`src/rtl/pipe_reg_chain_pkg.sv`:
```
// -----------------------------------------------------------------------------
// pipe_reg_chain_pkg
//   Shared types for the elastic register pipeline.
//   stage_op_e names what a single stage does on the next clock edge. The
//   stage register decodes its control inputs into one of these.
// -----------------------------------------------------------------------------
package pipe_reg_chain_pkg;

    typedef enum logic [1:0] {
        STG_HOLD        = 2'd0,  // downstream stalled, keep data and valid
        STG_LOAD_BEAT   = 2'd1,  // capture upstream data, become valid
        STG_LOAD_BUBBLE = 2'd2,  // upstream empty: clear valid, keep old data
        STG_FLUSH       = 2'd3   // invalidate, keep old data
    } stage_op_e;

endpackage : pipe_reg_chain_pkg

```
`src/rtl/pipe_reg_chain_stage.sv`:
```
// -----------------------------------------------------------------------------
// pipe_reg_stage
//   One stage of the elastic pipeline: a WIDTH-bit data register plus a valid
//   bit. The data register is only written when a valid beat arrives, so a
//   bubble or a flush clears the valid bit and leaves the payload untouched.
// Ports
//   clk       in   clock, posedge
//   reset     in   synchronous active-high reset (valid=0, data=RESET_VAL)
//   flush     in   clear valid at this edge, data unchanged
//   load      in   stage may take its upstream slot this cycle (ready chain)
//   in_valid  in   upstream valid
//   in_data   in   upstream payload
//   valid     out  registered valid bit
//   data      out  registered payload
// -----------------------------------------------------------------------------
module pipe_reg_stage
    import pipe_reg_chain_pkg::*;
#(
    parameter int                WIDTH     = 8,
    parameter logic [WIDTH-1:0]  RESET_VAL = '0
) (
    input  logic             clk,
    input  logic             reset,
    input  logic             flush,
    input  logic             load,
    input  logic             in_valid,
    input  logic [WIDTH-1:0] in_data,
    output logic             valid,
    output logic [WIDTH-1:0] data
);

    logic             valid_q, valid_d;
    logic [WIDTH-1:0] data_q,  data_d;
    stage_op_e        op;

    always_comb begin
        op = STG_HOLD;
        if (flush) begin
            op = STG_FLUSH;
        end else if (load) begin
            op = in_valid ? STG_LOAD_BEAT : STG_LOAD_BUBBLE;
        end
    end

    always_comb begin
        valid_d = valid_q;
        data_d  = data_q;
        unique case (op)
            STG_HOLD: begin
                valid_d = valid_q;
            end
            STG_LOAD_BEAT: begin
                valid_d = 1'b1;
                data_d  = in_data;
            end
            STG_LOAD_BUBBLE,
            STG_FLUSH: begin
                valid_d = 1'b0;
            end
            default: begin
                valid_d = valid_q;
            end
        endcase
    end

    always_ff @(posedge clk) begin
        if (reset) begin
            valid_q <= 1'b0;
            data_q  <= RESET_VAL;
        end else begin
            valid_q <= valid_d;
            data_q  <= data_d;
        end
    end

    assign valid = valid_q;
    assign data  = data_q;

endmodule : pipe_reg_stage

```
`src/rtl/pipe_reg_chain.sv`:
```
// -----------------------------------------------------------------------------
// pipe_reg_chain
//   Elastic register pipeline: WIDTH-bit payload through STAGES registered
//   stages with valid/ready handshake, bubble collapsing and flush.
//   Latency STAGES cycles, throughput one beat per cycle with out_ready=1.
// Ports
//   clk        in   clock, posedge
//   reset      in   synchronous active-high reset, overrides everything
//   flush      in   invalidate all stages at this edge; blocks input
//   in_valid   in   producer offers in_data
//   in_ready   out  stage 0 can accept this cycle
//   in_data    in   payload in
//   out_valid  out  last stage holds a valid beat
//   out_ready  in   consumer accepts out_data
//   out_data   out  payload out (last stage data register)
//   occupancy  out  number of valid stages, 0..STAGES
// Timing note: out_ready -> in_ready is combinational through the whole ready
// chain (STAGES deep). in_valid and in_data only reach registers.
// -----------------------------------------------------------------------------
module pipe_reg_chain
    import pipe_reg_chain_pkg::*;
#(
    parameter int                WIDTH     = 8,
    parameter int                STAGES    = 1,
    parameter logic [WIDTH-1:0]  RESET_VAL = '0
) (
    input  logic                         clk,
    input  logic                         reset,
    input  logic                         flush,
    input  logic                         in_valid,
    output logic                         in_ready,
    input  logic [WIDTH-1:0]             in_data,
    output logic                         out_valid,
    input  logic                         out_ready,
    output logic [WIDTH-1:0]             out_data,
    output logic [$clog2(STAGES+1)-1:0]  occupancy
);

    localparam int OCC_W = $clog2(STAGES + 1);

    generate
        if (STAGES < 1) begin : g_bad_stages
            $error("pipe_reg_chain: STAGES must be >= 1");
        end
    endgenerate

    logic [STAGES-1:0] v_vec;
    logic [WIDTH-1:0]  d_arr [STAGES];
    logic [STAGES:0]   rdy;
    logic [OCC_W-1:0]  occ_sum;

    // A stage is ready if it is empty or the stage after it is ready, so
    // empty slots fill even while the output is stalled (bubble collapse).
    always_comb begin
        rdy         = '0;
        rdy[STAGES] = out_ready;
        for (int i = STAGES - 1; i >= 0; i--) begin
            rdy[i] = !v_vec[i] | rdy[i+1];
        end
    end

    generate
        for (genvar gi = 0; gi < STAGES; gi++) begin : g_stage
            logic             up_valid;
            logic [WIDTH-1:0] up_data;

            if (gi == 0) begin : g_head
                assign up_valid = in_valid;
                assign up_data  = in_data;
            end else begin : g_body
                assign up_valid = v_vec[gi-1];
                assign up_data  = d_arr[gi-1];
            end

            pipe_reg_stage #(
                .WIDTH     (WIDTH),
                .RESET_VAL (RESET_VAL)
            ) u_stage (
                .clk      (clk),
                .reset    (reset),
                .flush    (flush),
                .load     (rdy[gi]),
                .in_valid (up_valid),
                .in_data  (up_data),
                .valid    (v_vec[gi]),
                .data     (d_arr[gi])
            );
        end
    endgenerate

    always_comb begin
        occ_sum = '0;
        for (int i = 0; i < STAGES; i++) begin
            occ_sum = occ_sum + OCC_W'(v_vec[i]);
        end
    end

    // Flush blocks the input; stage 0 also ignores in_valid under flush.
    assign in_ready  = rdy[0] & !flush;
    assign out_valid = v_vec[STAGES-1];
    assign out_data  = d_arr[STAGES-1];
    assign occupancy = occ_sum;

endmodule : pipe_reg_chain
```
`config.mk`:
```
export PLATFORM = sky130hd
export DESIGN_NAME = pipe_reg_chain
export DESIGN_NICKNAME = d
export VERILOG_FILES = /design/src/rtl/pipe_reg_chain_pkg.sv /design/src/rtl/pipe_reg_chain_stage.sv /design/src/rtl/pipe_reg_chain.sv
export SDC_FILE = /design/constraint.sdc
export NUM_CORES = 1
export LEC_CHECK = 0
export ABC_AREA = 1
export ABC_CLOCK_PERIOD_IN_PS = 950
export CORE_AREA = 2 2 39 41
export DETAILED_ROUTE_END_ITERATION = 10
export DIE_AREA = 0 0 41 43
export PLACE_DENSITY_LB_ADDON = 0.1
export SYNTH_ARGS = -nofsm -noshare
export SYNTH_HDL_FRONTEND = slang
export SYNTH_SLANG_ARGS = --single-unit
export TNS_END_PERCENT = 30
```
`constraint.sdc`:
```
create_clock -name clk -period 0.95 [get_ports clk]
set_input_delay 0.19 -clock clk [delete_from_list [all_inputs] [get_ports clk]]
set_output_delay 0.19 -clock clk [all_outputs]
set_load 0.01 [all_outputs]
```
Word level (Yosys, flattened, before mapping)
Index checks and enable logic that the tools add are counted.

word-level totals
  register bits after elaboration = 9
  bits of input ports = 13
  output and inout port bits = 11
  logic and storage cells = 15

operators by class
  eq/ne operators = 3
  mux-type cells = 4
  bitwise logic cells = 2
  reductions and logical operators = 4

operators with widths
  operator              count
  $mux W2               3
  $eq A2 B2 Y1 const B  2
  $eq A2 B1 Y1 const B  1
  $logic_not A1 Y1      2
  $logic_not A2 Y1      1
  $pmux W1 S2           1
  $reduce_or A2 Y1      1
  $and A1 B1 Y1         1
  $or A1 B1 Y1          1

Logic depth before layout (Yosys ltp)
  depth in word-level cells = 7
  depth in mapped cells = 6

Cells and area by module
Synthesis repeated with hierarchy kept, for this count alone.

unflattened totals
  cells, all modules = 62
  area total of the unflattened synthesis = 415.4 um2

modules (own cells, without submodules)
  module          instances  cells an instance  area each (um2)  seq. area each (um2)
  pipe_reg_stage  1          58                 391.6            180.2
  pipe_reg_chain  1          4                  23.8             0.0

Least setup slack after synthesis
No wires, ideal clock.

  kind = reg-to-reg
  from = reg g_stage[0].u_stage.valid_q
  to = reg g_stage[0].u_stage.data_q[0]
  setup time = 0.110 ns
  arrival = 0.802 ns
  data required time = 0.840 ns
  slack = 0.038 ns
  stages on the path, launching flop included = 6
  period minus slack after synthesis = 0.912 ns
  cells stage by stage = dfxtp_1 -> nand2_4 -> nand3_4 -> nand2_1 -> inv_1 -> nor2_1

on the way
  word-level cells in the longest chain between the ends = 5

ends and longest elaborated chain
  item                      line                        text
  start: declaration        pipe_reg_chain_stage.sv:32  logic valid_q, valid_d;
  start signal: assignment  pipe_reg_chain_stage.sv:71  valid_q <= valid_d;
  $logic_not A1 Y1          pipe_reg_chain.sv:58        rdy[i] = !v_vec[i] | rdy[i+1];
  $or A1 B1 Y1              pipe_reg_chain.sv:58
  $mux W2                   pipe_reg_chain_stage.sv:40  end else if (load) begin
  $mux W2                   pipe_reg_chain_stage.sv:38  if (flush) begin
  $eq A2 B1 Y1              pipe_reg_chain_stage.sv:48  unique case (op)
  end signal: assignment    pipe_reg_chain_stage.sv:72  data_q <= data_d;
  end: declaration          pipe_reg_chain_stage.sv:33  logic [WIDTH-1:0] data_q, data_d;

No other way between the ends.
A chain may end at the register's enable or synchronous reset.

Final worst setup path
  from = reg g_stage[0].u_stage.valid_q
  to = out in_ready

on the way
  word-level cells in the longest chain between the ends = 3

ends and longest elaborated chain
  item              line                  text
  $logic_not A1 Y1  pipe_reg_chain.sv:58
  $or A1 B1 Y1      pipe_reg_chain.sv:58
  $and A1 B1 Y1     pipe_reg_chain.sv:99  assign in_ready = rdy[0] & !flush;
  end: declaration  pipe_reg_chain.sv:31  output logic in_ready,

No other way between the ends.

==> metrics.md <==
| Metric | Value |
|---|---|
| Status | finished with violations |
| Violations in the final reports | negative setup slack |
| DPL Wire Length | 772.8 um |
| Syn_nets | 88 |
| VDD IR max | 0.0006031 V |
| Placed instance area | 778.2 um^2 |
| Layout area overhead | 59.44% |
| Iteration-0 DRC Markers | 6 |
| Critical path's largest stage delay | 0.36 ns |
| Critical path cell sequence | a21oi_2 > buf_2 |
| Lkg Pwr | 0.4405 nW |
| Max-Cap Viols | 0 |
| Slew HR | 0.8312 |
| CP Max Fanout | 4 |
| Worst-skew pair later-pin latency | 0.25 ns |
| Tcrit/Tclk final | 1.091 |
| Row count | 14 |
| RSZ-0062 raised after global routing | true |
| DR pass1 iterations | 3 |
| DR DRC count | 0 |
| Minimum clock period | 1.036 ns |
| Pins Over Slew Limit | 0 |
| IO Port Bufs | 23 |
| Final hold vios | 0 |
| Multi-input gate area | 206.4 um^2 |
| F_max | 964.9 MHz |
| Hold slack | 0.3689 ns |
| GRT Util Overall | 0.1521 |
| Yosys cell types | 13 |
| H-tree depth | 1 |
| Post-synthesis sequential area ratio | 0.3673 |
| Final GP Congestion | 0.6579 |
| Hold Crit Class | input port to register |
| Die area | 1763 um^2 |
| Synth top area cells | dfxtp_1, inv_1, nand4_1 |
| Post-layout instance area | 782.0 um^2 |
| Avg Vias per Cell | 4.202 |
| Yosys top cell area share | 0.3673 |
| Critical path class | register to output pin |
| Max Root-Sink Buffers | 2 |
| First-pass GRT wire length | 1828 um |
| Routed vias | 521 |
| Clk pin slew, worst setup/hold paths | 0.07 ns |
| Setup crit start kind | register |
| Layout cell share with drive strength beyond 1 | 0.3519 |
| Synthesized area | 490.5 um^2 |
| Clock sinks | 9 |
| TritonCTS buffer count | 3 |
| Storage cell area | 186.4 um^2 |
| Total grt overflow | 0 |
| Die width | 41 um |
| Final Skew | 0.003084 ns |
| Die Ht | 43 um |
| Critical Path RT | 0.76 ns |
| Pin count of the biggest net entering global routing | 10 |
| Initial antenna violation count | 0 |
| # nets final | 122 |
| Cells after Synth | 75 |
| Final setup vio count | 2 |
| Avg WL per Cell | 8.363 um |
| Setup WS post-layout | -0.08635 ns |
| Worst slew pin tran | 0.2530 ns |
| Vias in the first global route | 473 |
| Cts hold-fix bufs | 0 |
| Tot Pwr | 0.9501 mW |
| CTS tree | built |
| Core Box Area | 1384 um^2 |
| Slowest stage cell, crit path | dfxtp_4 |
| # fillers | 136 |
| Clk root buf | clkbuf_4 |
| Area leader, netlist | dfxtp_1 |
| Boundary Pins | 24 |
| Warnings, synthesis | 0 |
| Power density over the cells | 1215 nW/um^2 |
| N_diodes | 0 |
| Antenna-violating nets left | 0 |
| Initial Utilization | 0.3544 |
| Arrival time at the worst endpoint | 0.85 ns |
| Synthesis-stage register bit count | 9 |
| DRT Wirelength | 1037 um |
| Mapped Avg Cell Area | 6.540 um^2 |
| Worst setup EP type | output pin |
==> power by group <==
part           total (mW)  internal (mW)  leakage [nW]  switching, mW
Combinational       0.237          0.120         0.350          0.117
Sequential          0.414          0.403        0.0756         0.0118
Clock               0.299          0.162        0.0150          0.137
Total               0.950          0.685         0.441          0.266
==> flip-flops by register name, indices dropped and copies added, names as in the netlist <==
name,count
g_stage.u_stage.data,8
g_stage.u_stage.valid,1
==> layout by cell type, fill, tap and decap left out, drive strengths merged <==
master,count
clkbuf,4
nand4,8
nand2,17
nor3,1
a21oi,2
clkdlybuf4s50,9
dlygate4sd2,3
nor2,8
inv,27
buf,19
dfxtp,9
nand3,1
==> logic make-up after synthesis <==
logic type | after synthesis | share of synthesized area
AOI/OAI and AO/OA | 2 | 0.02041
DFF | 9 | 0.3673
buffers and inverters | 29 | 0.2423
and+or+nand+nor | 35 | 0.3699
==> path summary, 6_finish.rpt <==
| check | startpoint | to | slack (ns) | cells after the start |
|---|---|---|---|---|
| worst max-delay path | g_stage[0].u_stage.valid | in_ready | -0.09 | 2 |
| worst max register to register | g_stage[0].u_stage.valid | g_stage[0].u_stage.data[0] | 0 | 6 |
| worst min register to register | g_stage[0].u_stage.data[1] | g_stage[0].u_stage.data[1] | 0.50 | 4 |
| worst min-delay path | flush | g_stage[0].u_stage.valid | 0.37 | 3 |
==> synthesized netlist by cell type <==
master and instances:
inv_4 1, inv_2 4, inv_1 22, nand2_2 3
buf_4 2, nand4_1 8, nand2_4 1, nor3_1 1
nand3_4 1, nand2_1 13, nor2_1 8, dfxtp_1 9
a21oi_1 2
==> layer usage <==
metal	global-route usage	vias up	share of wire
met5	0	-	0
met4	0.08000	0	0.016
met3	0.03665	2	0.075
met2	0.2438	15	0.46
met1	0.1753	220	0.44
li1	-	284	-
==> worst max-delay path, delay by kind of cell (launching register included) <==
family | cells | cell delay, ns
AOI/OAI and AO/OA | 1 | 0.10
DFF | 1 | 0.36
buffers and inverters | 1 | 0.13
==> cell type report <==
class | instances | share of cell area
Timing Repair Buffer | 31 | 0.3056
Multi-Input combinational cell | 37 | 0.2640
Sequential cell | 9 | 0.2384
Inverter | 27 | 0.1328
Clock buffer | 4 | 0.03360
Tap cell | 16 | 0.02560
==> per-stage QoR <==
stage	cells	setup slack, ns	TNS [ns]	utilization
floorplan	75	0.03784	0	-
global placement	119	-0.5863	-4.806	0.5624
detailed placement	119	-0.5900	-4.837	0.5624
CTS	124	-0.09230	-0.4144	0.5515
global route	124	-0.1077	-0.6484	0.5651
finish	124	-0.08635	-0.08899	0.5651
==> timing repair <==
action	4_1_cts	5_1_grt
buffers inserted	1	0
endpoints found under the hold margin	0	0
endpoints found under the setup margin	19	11
gates resized for setup	52	5
pin swaps	1	6
(Power assumes the default switching activity.)
